### src/rtl/smb_pkg.sv
// Shared field widths and receiver state type for the serial multi-broadcast switch path.
package smb_pkg;

  localparam int unsigned MASK_W = 4;
  localparam int unsigned CNT_W  = 2;
  localparam int unsigned NIB_W  = 4;

  typedef enum logic [2:0] {
    IDLE,
    HDR_PB,
    HDR_CNT,
    PAYLOAD,
    STOP
  } smb_rx_state_t;

endpackage

### src/rtl/smb_frame_rx.sv
// Serial frame receiver: strips start/mask/count/stop fields and streams the payload
// bit-serially with its port mask and nibble lane, flagging bad stop bits.
module smb_frame_rx
  import smb_pkg::*;
(
  input  logic              clk,
  input  logic              rst_n,
  input  logic              line_in,
  output logic              ser_out,
  output logic              ser_vld,
  output logic [MASK_W-1:0] port_mask,
  output logic [CNT_W-1:0]  lane,
  output logic              busy,
  output logic              done,
  output logic              err
);

  localparam int unsigned BIT_W = $clog2(NIB_W);

  smb_rx_state_t     state_q;
  logic [MASK_W-1:0] shadow_q;
  logic [CNT_W-1:0]  cnt_q;
  logic [CNT_W-1:0]  nib_q;
  logic [BIT_W-1:0]  bit_cnt_q;
  logic              ser_out_q;
  logic              ser_vld_q;
  logic [MASK_W-1:0] port_mask_q;
  logic [CNT_W-1:0]  lane_q;
  logic              busy_q;
  logic              done_q;
  logic              err_q;

  always_ff @(posedge clk or negedge rst_n) begin
    if (!rst_n) begin
      state_q     <= IDLE;
      shadow_q    <= '0;
      cnt_q       <= '0;
      nib_q       <= '0;
      bit_cnt_q   <= '0;
      ser_out_q   <= 1'b0;
      ser_vld_q   <= 1'b0;
      port_mask_q <= '0;
      lane_q      <= '0;
      busy_q      <= 1'b0;
      done_q      <= 1'b0;
      err_q       <= 1'b0;
    end else begin
      done_q    <= 1'b0;
      err_q     <= 1'b0;
      ser_vld_q <= 1'b0;
      case (state_q)
        IDLE: begin
          if (!line_in) begin
            state_q   <= HDR_PB;
            busy_q    <= 1'b1;
            bit_cnt_q <= '0;
          end
        end
        HDR_PB: begin
          shadow_q  <= {shadow_q[MASK_W-2:0], line_in};
          bit_cnt_q <= bit_cnt_q + 1'b1;
          if (bit_cnt_q == BIT_W'(MASK_W - 1)) begin
            state_q   <= HDR_CNT;
            bit_cnt_q <= '0;
          end
        end
        HDR_CNT: begin
          cnt_q     <= {cnt_q[CNT_W-2:0], line_in};
          bit_cnt_q <= bit_cnt_q + 1'b1;
          if (bit_cnt_q == BIT_W'(CNT_W - 1)) begin
            state_q     <= PAYLOAD;
            bit_cnt_q   <= '0;
            nib_q       <= '0;
            port_mask_q <= shadow_q;
            lane_q      <= '0;
          end
        end
        PAYLOAD: begin
          // Mask 0000 still walks the payload so lane and framing stay honest.
          ser_out_q <= line_in;
          ser_vld_q <= |port_mask_q;
          lane_q    <= nib_q;
          bit_cnt_q <= bit_cnt_q + 1'b1;
          if (bit_cnt_q == BIT_W'(NIB_W - 1)) begin
            nib_q <= nib_q + 1'b1;
            if (nib_q == cnt_q) begin
              state_q <= STOP;
            end
          end
        end
        STOP: begin
          done_q  <= line_in;
          err_q   <= ~line_in;
          busy_q  <= 1'b0;
          state_q <= IDLE;
        end
        default: begin
          state_q <= IDLE;
          busy_q  <= 1'b0;
        end
      endcase
    end
  end

  assign ser_out   = ser_out_q;
  assign ser_vld   = ser_vld_q;
  assign port_mask = port_mask_q;
  assign lane      = lane_q;
  assign busy      = busy_q;
  assign done      = done_q;
  assign err       = err_q;

endmodule

### config.mk
export PLATFORM = sky130hd
export DESIGN_NAME = smb_frame_rx
export DESIGN_NICKNAME = d
export VERILOG_FILES = /design/src/rtl/smb_pkg.sv /design/src/rtl/smb_frame_rx.sv
export SDC_FILE = /design/constraint.sdc
export NUM_CORES = 1
export LEC_CHECK = 0
export ABC_CLOCK_PERIOD_IN_PS = 2250
export CORE_MARGIN = 8
export CORE_UTILIZATION = 53
export CTS_CLUSTER_DIAMETER = 150
export DETAILED_ROUTE_END_ITERATION = 16
export PLACE_DENSITY = 0.77
export SLEW_MARGIN = 20
export SYNTH_ARGS = -nofsm -noshare
export SYNTH_HDL_FRONTEND = slang
export SYNTH_SLANG_ARGS = --single-unit
### constraint.sdc
create_clock -name clk -period 2.25 [get_ports clk]
set_input_delay 0.3375 -clock clk [delete_from_list [all_inputs] [get_ports clk]]
set_output_delay 0.3375 -clock clk [all_outputs]
set_load 0.05 [all_outputs]
Word-level counts from Yosys, hierarchy flattened
Index checks and enable logic that the tools add are counted.
{"block": "op_classes", "n_addsub": 2, "n_eq_ne": 12, "muxes": 19, "bitwise_logic": 2, "n_reduce_logical": 11}
{"cell": "2-to-1 mux 3 bit", "count": 5}
{"cell": "one-hot mux 3 bit (4 select lines)", "count": 1}
{"cell": "2-to-1 mux 2 bit", "count": 5}
{"cell": "inequality test 2 bit, second input constant", "count": 5}
{"cell": "one-hot mux 2 bit (2 select lines)", "count": 2}
{"cell": "one-hot mux 2 bit (4 select lines)", "count": 1}
{"cell": "AND reduction 2 bit", "count": 4}
{"cell": "equality test 3 x 2 -> 1 bit, second input constant", "count": 2}
{"cell": "AND reduction 5 bit", "count": 1}
{"cell": "adder 2 x 1 -> 2 bit, second input constant", "count": 2}
{"cell": "2-to-1 mux 1 bit", "count": 4}
{"cell": "nonzero test 4 bit", "count": 1}
{"cell": "OR reduction 4 bit", "count": 1}
{"cell": "equality test 3 x 1 -> 1 bit, second input constant", "count": 1}
{"cell": "equality test 3 bit, second input constant", "count": 1}
{"cell": "zero test 3 bit", "count": 1}
{"cell": "AND reduction 3 bit", "count": 1}
{"cell": "OR reduction 3 bit", "count": 1}
{"cell": "equality test 2 x 1 -> 1 bit, second input constant", "count": 1}
{"cell": "equality test 2 bit", "count": 1}
{"cell": "equality test 2 bit, second input constant", "count": 1}
{"cell": "inverter 1 bit", "count": 2}
{"cell": "one-hot mux 1 bit (2 select lines)", "count": 1}
{"cell": "nonzero test 2 bit", "count": 1}
{"block": "totals", "ff_bits": 24, "inputBits": 3, "output_inout_bits": 11, "elab_cells": 58}

Longest topological paths before layout
{"block": "depth", "word_depth": 4, "depth_mapped": 6, "ltp_nobuf": 5}

Worst setup path after synthesis
OpenSTA, ideal clock, no wires.
{"block": "synth_timing", "kind": "register to register", "startpoint": "reg bit_cnt_q[1]", "endpoint": "reg port_mask_q[0] (netlist: port_mask[0])", "setup_time_ns": 0.125, "t_arrival_ns": 1.310, "required_time_ns": 2.125, "slack_ns": 0.815, "path_stages_with_launch": 6, "n_path_buf": 1, "period_less_slack_ns": 1.435, "path_cell_list": "dfrtp_1 > inv_1 > ha_1 > nor4bb_1 > buf_2 > mux2_2"}
{"block": "synth_via", "elab_chain_len": 2}
{"item": "start, declared", "line": "smb_frame_rx.sv:24", "source": "logic [BIT_W-1:0] bit_cnt_q;"}
{"item": "start signal, assigned", "line": "smb_frame_rx.sv:61", "source": "bit_cnt_q <= bit_cnt_q + 1'b1;"}
{"item": "start signal, assigned", "line": "smb_frame_rx.sv:69", "source": "bit_cnt_q <= bit_cnt_q + 1'b1;"}
{"item": "start signal, assigned", "line": "smb_frame_rx.sv:83", "source": "bit_cnt_q <= bit_cnt_q + 1'b1;"}
{"item": "equality test 2 x 1 -> 1 bit", "line": "smb_frame_rx.sv:70", "source": "if (bit_cnt_q == BIT_W'(CNT_W - 1)) begin"}
{"item": "AND reduction 2 bit (no line)"}
{"item": "end signal, assigned", "line": "smb_frame_rx.sv:74", "source": "port_mask_q <= shadow_q;"}
{"item": "end, declared", "line": "smb_frame_rx.sv:27", "source": "logic [MASK_W-1:0] port_mask_q;"}
No other way between the ends.
A chain may end at the register's enable or synchronous reset.

Worst setup path after layout
{"block": "layout_timing", "startpoint": "reg port_mask_q[0] (netlist: port_mask[0])", "endpoint": "out port_mask[0]"}
{"item": "end, declared", "line": "smb_frame_rx.sv:11", "source": "output logic [MASK_W-1:0] port_mask,"}
No word-level cell between the ends.

==> flow_metrics.env <==
export IMPL_synth_cells=90
export IMPL_clockBufferDepth=2
export IMPL_clock_fmax_ghz=0.536
export IMPL_finClkSkew_ns=0.00506
export IMPL_hold_violations=0
export IMPL_ir_worst_vdd_mv=0.970
export IMPL_insertedDiodeCount=0
export IMPL_worstPathCellList="clkdlybuf4s50_1"
export IMPL_critPathSlowestCell="clkdlybuf4s50_1"
export IMPL_cts_tree="yes"
export IMPL_hpwl_um=1290
export IMPL_r2r_setup_slack_ns=0.66
export IMPL_grt_ovfl_total=0
export IMPL_worstSetupEndpointType="primary output"
export IMPL_gp_congestion=0.712
export IMPL_power_mw=2.13
export IMPL_totalWireLength_um=1830
export IMPL_tightestPinTransition_ns=0.499
export IMPL_cts_root_buf="clkbuf_4"
export IMPL_nFillCells=156
export IMPL_worstSetupStartpointType="flip-flop"
export IMPL_grt_max_degree=25
export IMPL_drt_iter0_drc=10
export IMPL_grt_pass1_vias=700
export IMPL_grt_util_all_layers=0.112
export IMPL_route_detailed_wl_per_inst_um=14.0
export IMPL_crit_buf_inv=1
export IMPL_antenna_found_initial=0
export IMPL_dieArea_sq_mm=0.00374
export IMPL_yosysSeqAreaShare=0.555
export IMPL_worst_path_max_fanout=3
export IMPL_start_util=0.557
export IMPL_cts_resized=0
export IMPL_htree_levels=1
export IMPL_max_cap_violations=0
export IMPL_boundaryPins=14
export IMPL_fin_setup_tns_ns=0
export IMPL_power_density_mw_per_mm2=1650
export IMPL_min_path_type="in2async"
export IMPL_rsz0062_at_grt="no"
export IMPL_clk_latency_ns=0.32
export IMPL_status="finished, final reports clean"
export IMPL_grt_pass1_wl_um=3080
export IMPL_setup_viol=0
export IMPL_fin_ws_ns=0.386
export IMPL_drc=0
export IMPL_synthArstFlopShare=1.00
export IMPL_netlist_top_cells_count="dfrtp_1, mux2_2, nand2_1"
export IMPL_clock_sinks=24
export IMPL_dpl_worst_slack_ns=0.668
export IMPL_min_period_ns=1.86
export IMPL_synth_top_area_share=0.555
export IMPL_cts_made_buffers=3
export IMPL_ctsHoldBuffers=0
export IMPL_drive_gt1_frac=0.192
export IMPL_p_leak_nw=0.572
export IMPL_rows=16
export IMPL_ant_nets=0
export IMPL_required_ns=1.91
export IMPL_portBuffers=13
export IMPL_critical_path_top_delay_family="buffers and inverters"
export IMPL_die_y_um=61.2
export IMPL_synth_seq_cells=24
export IMPL_maxSlewViolCount=0
export IMPL_clk_pin_slew_ns=0.13
export IMPL_fin_crit_sh=0.828
export IMPL_slowest_delay_ns=0.82
export IMPL_synth_ff_type="dfrtp_1"
export IMPL_max_slew_margin=0.666
export IMPL_synthTopCellsByArea="dfrtp_1, mux2_2, ha_1"
export IMPL_syn_nets=96
export IMPL_area_growth_pct=19.2
export IMPL_cts_setup_buffers=0
export IMPL_firstDrtPassIters=4
export IMPL_synth_edf_count=0
export IMPL_netlist_area_sq_mm=0.00108
export IMPL_die_w_um=61.2
export IMPL_avgSynthCellArea_sq_um=12.0
export IMPL_yosysMostFrequentCell="dfrtp_1"
export IMPL_via_count=732
export IMPL_yosysWarnings=0
export IMPL_yosys_area_top_type="dfrtp_1"
export IMPL_routed_via_density=5.59
export IMPL_critPathArrivalTime_ns=1.53
export IMPL_critical_path_class="reg2out"
export IMPL_yosysUniqueCellTypes=26
export IMPL_fin_nets=111
export IMPL_core_sq_mm=0.00194
-- worst paths after layout --
path | start | end | cells past startpoint
max | port_mask[0] | port_mask[0] | 1
min | rst_n | busy | 2
max reg2reg | bit_cnt_q[1] | port_mask[1] | 5
min reg2reg | ser_out | ser_out | 2
max in group asynchronous | rst_n | nib_q[0] | 2
min in group clk | ser_out | ser_out | 2
-- layout make-up --
cell class                      count  area (sq um)  area share
Multi-Input combinational cell     57           443       0.343
Tap cell                           27          33.8      0.0262
Clock buffer                        3          22.5      0.0175
Inverter                            4          15.0      0.0116
Clock inverter                      1          30.0      0.0233
Timing Repair Buffer               15           145       0.113
Sequential cell                    24           601       0.466
-- flip-flops by register name, indices dropped and copies added (netlist names) --
signal,cells
ser_out,1
err,1
cnt_q,2
ser_vld,1
nib_q,2
port_mask,4
done,1
busy,1
bit_cnt_q,2
lane,2
shadow_q,4
state_q,3
-- through the flow --
stage,cell area (sq um),util,std cells,hold WS (ns)
2_1_floorplan,1080,-,90,0.0419
3_3_place_gp,1240,0.637,127,0.462
3_5_place_dp,1240,0.637,127,0.462
4_1_cts,1290,0.664,131,0.366
5_1_grt,1290,0.664,131,0.372
6_report,1290,0.664,131,0.352
-- report_power, final --
group / internal [mW] / total (mW) / switching, mW
Sequential: 0.622 / 0.821 / 0.199
Combinational: 0.451 / 0.997 / 0.547
Clock: 0.180 / 0.310 / 0.130
-- per-layer routing --
metal,up-vias,share of wire,global-route usage
met4,0,0.025,0.0797
met5,-,0,0
met3,6,0.048,0.0334
li1,341,-,-
met2,20,0.47,0.173
met1,365,0.45,0.130
-- placed cells by master, fill, tap and decap left out, types with 3 or more instances in the layout --
cell,count
clkbuf_4,3
clkdlybuf4s50_1,13
dfrtp_1,24
ha_1,3
inv_1,4
mux2_2,12
mux2i_1,3
nand2_1,7
nor2_1,6
o21ai_0,3
-- cell families after synthesis --
kind of cell    count (synthesis)  share of synthesized area
xor+xnor                        2                     0.0162
buf+inv                         9                     0.0358
simple gates                   25                      0.132
flops                          24                      0.555
fa+ha+maj                       3                     0.0347
mux                            15                      0.153
compound gates                 12                     0.0740
Power figures use the tool's default switching activity.
==> patch 1, RTL diff (same flow settings) <==
Put one more register stage on the output `err`, with the module's reset. The value now appears one clock later. The other outputs are not delayed to match.
--- a/src/rtl/smb_frame_rx.sv
+++ b/src/rtl/smb_frame_rx.sv
@@ -108,7 +108,13 @@
   assign lane      = lane_q;
   assign busy      = busy_q;
   assign done      = done_q;
-  assign err       = err_q;
+  always_ff @(posedge clk or negedge rst_n) begin
+    if (!rst_n) begin
+      err <= '0;
+    end else begin
+      err <= err_q;
+    end
+  end
 
 endmodule
 
Check against the original RTL: no difference found for any inputs over 10 cycles, from zero or initial values and one cycle with rst_n low; that may be too few to reach the edited logic, so the function may still have changed.
==> patch 1 against the unedited design <==
- synthesized area up 7.6%
- worst setup slack lost 0.041 ns
- worst hold slack improved by 0.0088 ns
- design area rose by 3.6%
- wire length increased by 5.5%
- sequential cell count up 1
- total power shrank 2.0%
- first-iteration DRC count down 40%
- largest power group unchanged
==> patch 1: results (changes against the unedited design) <==
Clock tree
  • # Post-CTS Setup Buffers: 0 (unchanged)
  • Worst-Skew Late Latency: 0.32 ns (about the same)
  • Reg clk slew, reported paths: 0.14 ns
  • Resize count post-CTS: 0 (unchanged)
  • H-tree levels: 1 (unchanged)
  • CTS Root Cell: clkbuf_4
  • Total CTS buffers: 3 (unchanged)

Min path
  • Worst min path class: in -> async

Global routing
  • GRT Resource Usage Total: 10.7% (-0.54 points)
  • First-pass GRT wire length: 3430 µm (+11%)
  • Vias in the first global route: 765 (+9.3%)
  • Largest net degree at the start of global routing: 26 (+4.0%)

Synth
  • Register area share after synthesis: 53.7% (-1.8 points)
  • Synth Net Count: 105 (+9.4%)
  • Most frequent cells after synthesis: 25 x dfrtp_1, 11 x nand2_1, 6 x nor2_1
  • Unique masters post-synth: 31 (+19%)
  • Synth area leaders: dfrtp_1 54%, mux2_4 5.2%, mux2_2 4.8%

Routing
  • DR WL/cell: 13.8 µm (-1.3%)
  • Initial DRC count: 6 (-4)
  • Via Count: 727 (-0.68%)
  • DRT Pass-1 Iters: 4 (unchanged)

STA
  • Slew margin rel.: 65.9% (-0.73 points)
  • Worst Skew: 0.0109 ns (+0.00589 ns)

Cells and area
  • Final net count: 120 (+8.1%)
  • Final antenna diode count: 0 (unchanged)
  • Ratio of cells with drive above 1 in the final layout: 15.2% (-4.1 points)

Placed design
  • Post-DP HPWL: 1450 µm (+12%)
  • Final Wtd Congestion: 0.765 (+7.5%)

Run status
  • Status: completed

Setup path
  • Worst path slowest cell: clkdlybuf4s50_1
  • Crit path largest cell delay: 0.83 ns
  • Cell family with most CP delay: buffers and inverters

Power
  • Worst vdd ir: 736 µV (-24%)
  • Leak pwr: 0.593 nW (+3.7%)
  • Sw Share: 43.6% (+2.5 points)
-- patch 1: changes by cell type after synthesis, moves of 3 or more --
cell	delta
nand2_1	+4
mux2_2	-7
buf_2	-3
mux2_4	+4
o21ai_1	+4
-- patch 1: cell families (layout without fill, tap and decap cells) --
group,Yosys count,after routing,synth area share [%]
AO/OA/AOI/OAI,16,16,8.27
XOR/XNOR,2,2,1.50
adder cells (fa/ha/maj),4,4,4.30
buffers and inverters,8,22,3.65
flip-flops,25,25,53.7
multiplexers,12,12,12.8
AND/OR/NAND/NOR,31,31,15.8
-- patch 1: layer usage --
metal | up-vias | global-route usage (%) | share of wire [%]
li1 | 367 | - | -
met1 | 347 | 12.2 | 47
met2 | 8 | 17.0 | 48
met3 | 5 | 3.41 | 3.2
met4 | 0 | 6.55 | 2.3
met5 | - | 0 | 0
-- patch 1: per-stage QoR --
stage / std cells / setup slack, ns
finish: 140 / 0.345
global route: 140 / 0.315
CTS: 140 / 0.341
detailed placement: 136 / 0.688
global placement: 136 / 0.730
floorplan: 98 / 0.894
-- patch 1: final timing paths --
path	from	endpoint	slack, ns	cells past startpoint
min reg2reg	err_q$_DFF_PN0_	err$_DFF_PN0_	0.37	0
max reg2reg	state_q[1]$_DFFE_PN0P_	port_mask[1]$_DFFE_PN0P_	0.68	2
max	port_mask[0]$_DFFE_PN0P_	port_mask[0]	0.34	1
min	rst_n	lane[0]$_DFFE_PN0P_	0.36	2
min in group clk	err_q$_DFF_PN0_	err$_DFF_PN0_	0.37	0
max in group asynchronous	rst_n	bit_cnt_q[0]$_DFFE_PN0P_	1.64	2
-- patch 1: area by class of cell --
type	count	area, µm²
repair buffers	14	138
well taps	28	35.0
multi-input cells	65	497
flip-flops and latches	25	626
inverters	4	15.0
clock buffers	4	26.3
fillers	169	812
-- patch 1: power groups by stage --
stage               clock, W  combinational [W]  sequential (W)
global placement           0            0.00102        0.000846
CTS                 0.000205            0.00105        0.000850
global route        0.000217            0.00113        0.000880
floorplan                  0           0.000601         0.00103
detailed placement         0            0.00105        0.000861
finish              0.000200            0.00104        0.000848
==> patch 2, RTL diff (same flow settings) <==
Made on the original files. The package constant `CNT_W` goes from 2 to 4.
--- a/src/rtl/smb_pkg.sv
+++ b/src/rtl/smb_pkg.sv
@@ -2,7 +2,7 @@
 package smb_pkg;
 
   localparam int unsigned MASK_W = 4;
-  localparam int unsigned CNT_W  = 2;
+  localparam int unsigned CNT_W  = 4;
   localparam int unsigned NIB_W  = 4;
 
   typedef enum logic [2:0] {
Ports: changed (resized lane); port bits go from 14 to 16. No check against the original RTL was run, so the function may have changed too.
==> patch 2 against the unedited design <==
- synthesized area increased by 23%
- global-route usage increased by 2.2 points
- sequential power increased by 18%
- worst setup slack got worse by 0.029 ns
- total power increased by 20%
- largest power group unchanged
- sequential cell count increased by 6
- design area increased by 22%
- wire length increased by 37%
- clock power decreased by 6%
==> patch 2: results (changes against the unedited design) <==
Run status
  • Status: completed

Cells and area
  • Clk cell area share: 2.87% (-1.2 points)
  • Multi-input gate count: 67 (+18%)
  • Fraction of area in multi-input gates: 34.6% (+0.30 points)
  • Filler cell count: 202 (+29%)
  • Fin cells: 156 (+19%)

Clock tree
  • Total CTS buffers: 5 (+2)

Setup path
  • CP Data Arrival Time: 1.56 ns (+0.03 ns)
  • FF-to-FF path depth: 3 (-2)
  • Critical R2R Launch: state_q[0]$_DFFE_PN0P_
  • Crit path largest cell delay: 0.84 ns (+0.02 ns)
  • Reg-to-Reg End: port_mask[2]$_DFFE_PN0P_

Synth
  • Most frequent cells after synthesis: 30 x dfrtp_1, 9 x mux2_2, 6 x nor2_1
  • Unique masters post-synth: 37 (+42%)
  • Synth Net Count: 109 (+14%)
  • Post-Synth XOR/XNOR Area: 3.28% (+1.7 points)
  • Compound-Gate Fraction of Synth Area: 8.80% (+1.4 points)
  • Mux cell area share after synthesis: 12.1% (-3.2 points)
  • Post-Synth Adder-Cell Area: 2.62% (-0.85 points)

Placed design
  • PortBufs: 15 (+2)
  • Post-DP HPWL: 1830 µm (+42%)
  • Inst Count DP: 149 (+17%)

STA
  • Worst slew pin tran: 0.531 ns (+0.0316 ns)

Global routing
  • Grt met3 use: 6.44% (+3.1 points)
  • Vias in the first global route: 910 (+30%)
  • First-pass GRT wire length: 4500 µm (+46%)
  • Largest net degree at the start of global routing: 31 (+24%)

Power
  • Worst vdd ir: 897 µV (-7.5%)
  • NetSw: 0.00109 W (+25%)

Routing
  • Vias per Instance: 5.63 (+0.84%)
  • Met3 WL post-DR: 157 µm (+80%)
-- patch 2: cell count changes after synthesis, sizes merged, moves of 2 or more --
cell,unedited run,this run
o22ai,2,0
nand4,0,2
a22o,2,5
nand3,0,2
nor3,2,4
dfrtp,24,30
nand2,7,4
xnor2,0,4
or2,0,2
mux2i,3,0
-- patch 2: stage by stage --
stage | hold slack (ns) | total power, W | util (%) | cell area, µm²
4_1_cts | 0.378 | 0.00259 | 64.5 | 1570
3_3_place_gp | 0.481 | 0.00224 | 62.6 | 1520
6_report | 0.380 | 0.00256 | 64.5 | 1570
5_1_grt | 0.431 | 0.00274 | 64.5 | 1570
3_5_place_dp | 0.486 | 0.00229 | 62.6 | 1520
2_1_floorplan | 0.0419 | 0.00191 | - | 1340
-- patch 2: worst min-delay path by stage --
stage	slack (ns)	depth (start not counted)	endpoint	start
6_report	0.38	2	lane[0]$_DFFE_PN0P_	rst_n
5_1_grt	0.43	2	lane[0]$_DFFE_PN0P_	rst_n
4_1_cts	0.38	2	lane[1]$_DFFE_PN0P_	rst_n
3_5_place_dp	0.49	2	busy$_DFFE_PN0P_	busy$_DFFE_PN0P_
3_3_place_gp	0.48	1	bit_cnt_q[1]$_DFFE_PN0P_	bit_cnt_q[1]$_DFFE_PN0P_
2_1_floorplan	0.04	0	bit_cnt_q[0]$_DFFE_PN0P_	rst_n
-- patch 2: kinds of logic (layout without fill, tap and decap cells) --
| family | count (synthesis) | after routing |
|---|---|---|
| AOI/OAI and AO/OA | 15 | 15 |
| xor gates and xnor gates | 5 | 5 |
| adders and majority gates | 3 | 3 |
| buffers and inverters | 7 | 29 |
| DFF | 30 | 30 |
| muxes | 13 | 13 |
| and+or+nand+nor | 31 | 31 |
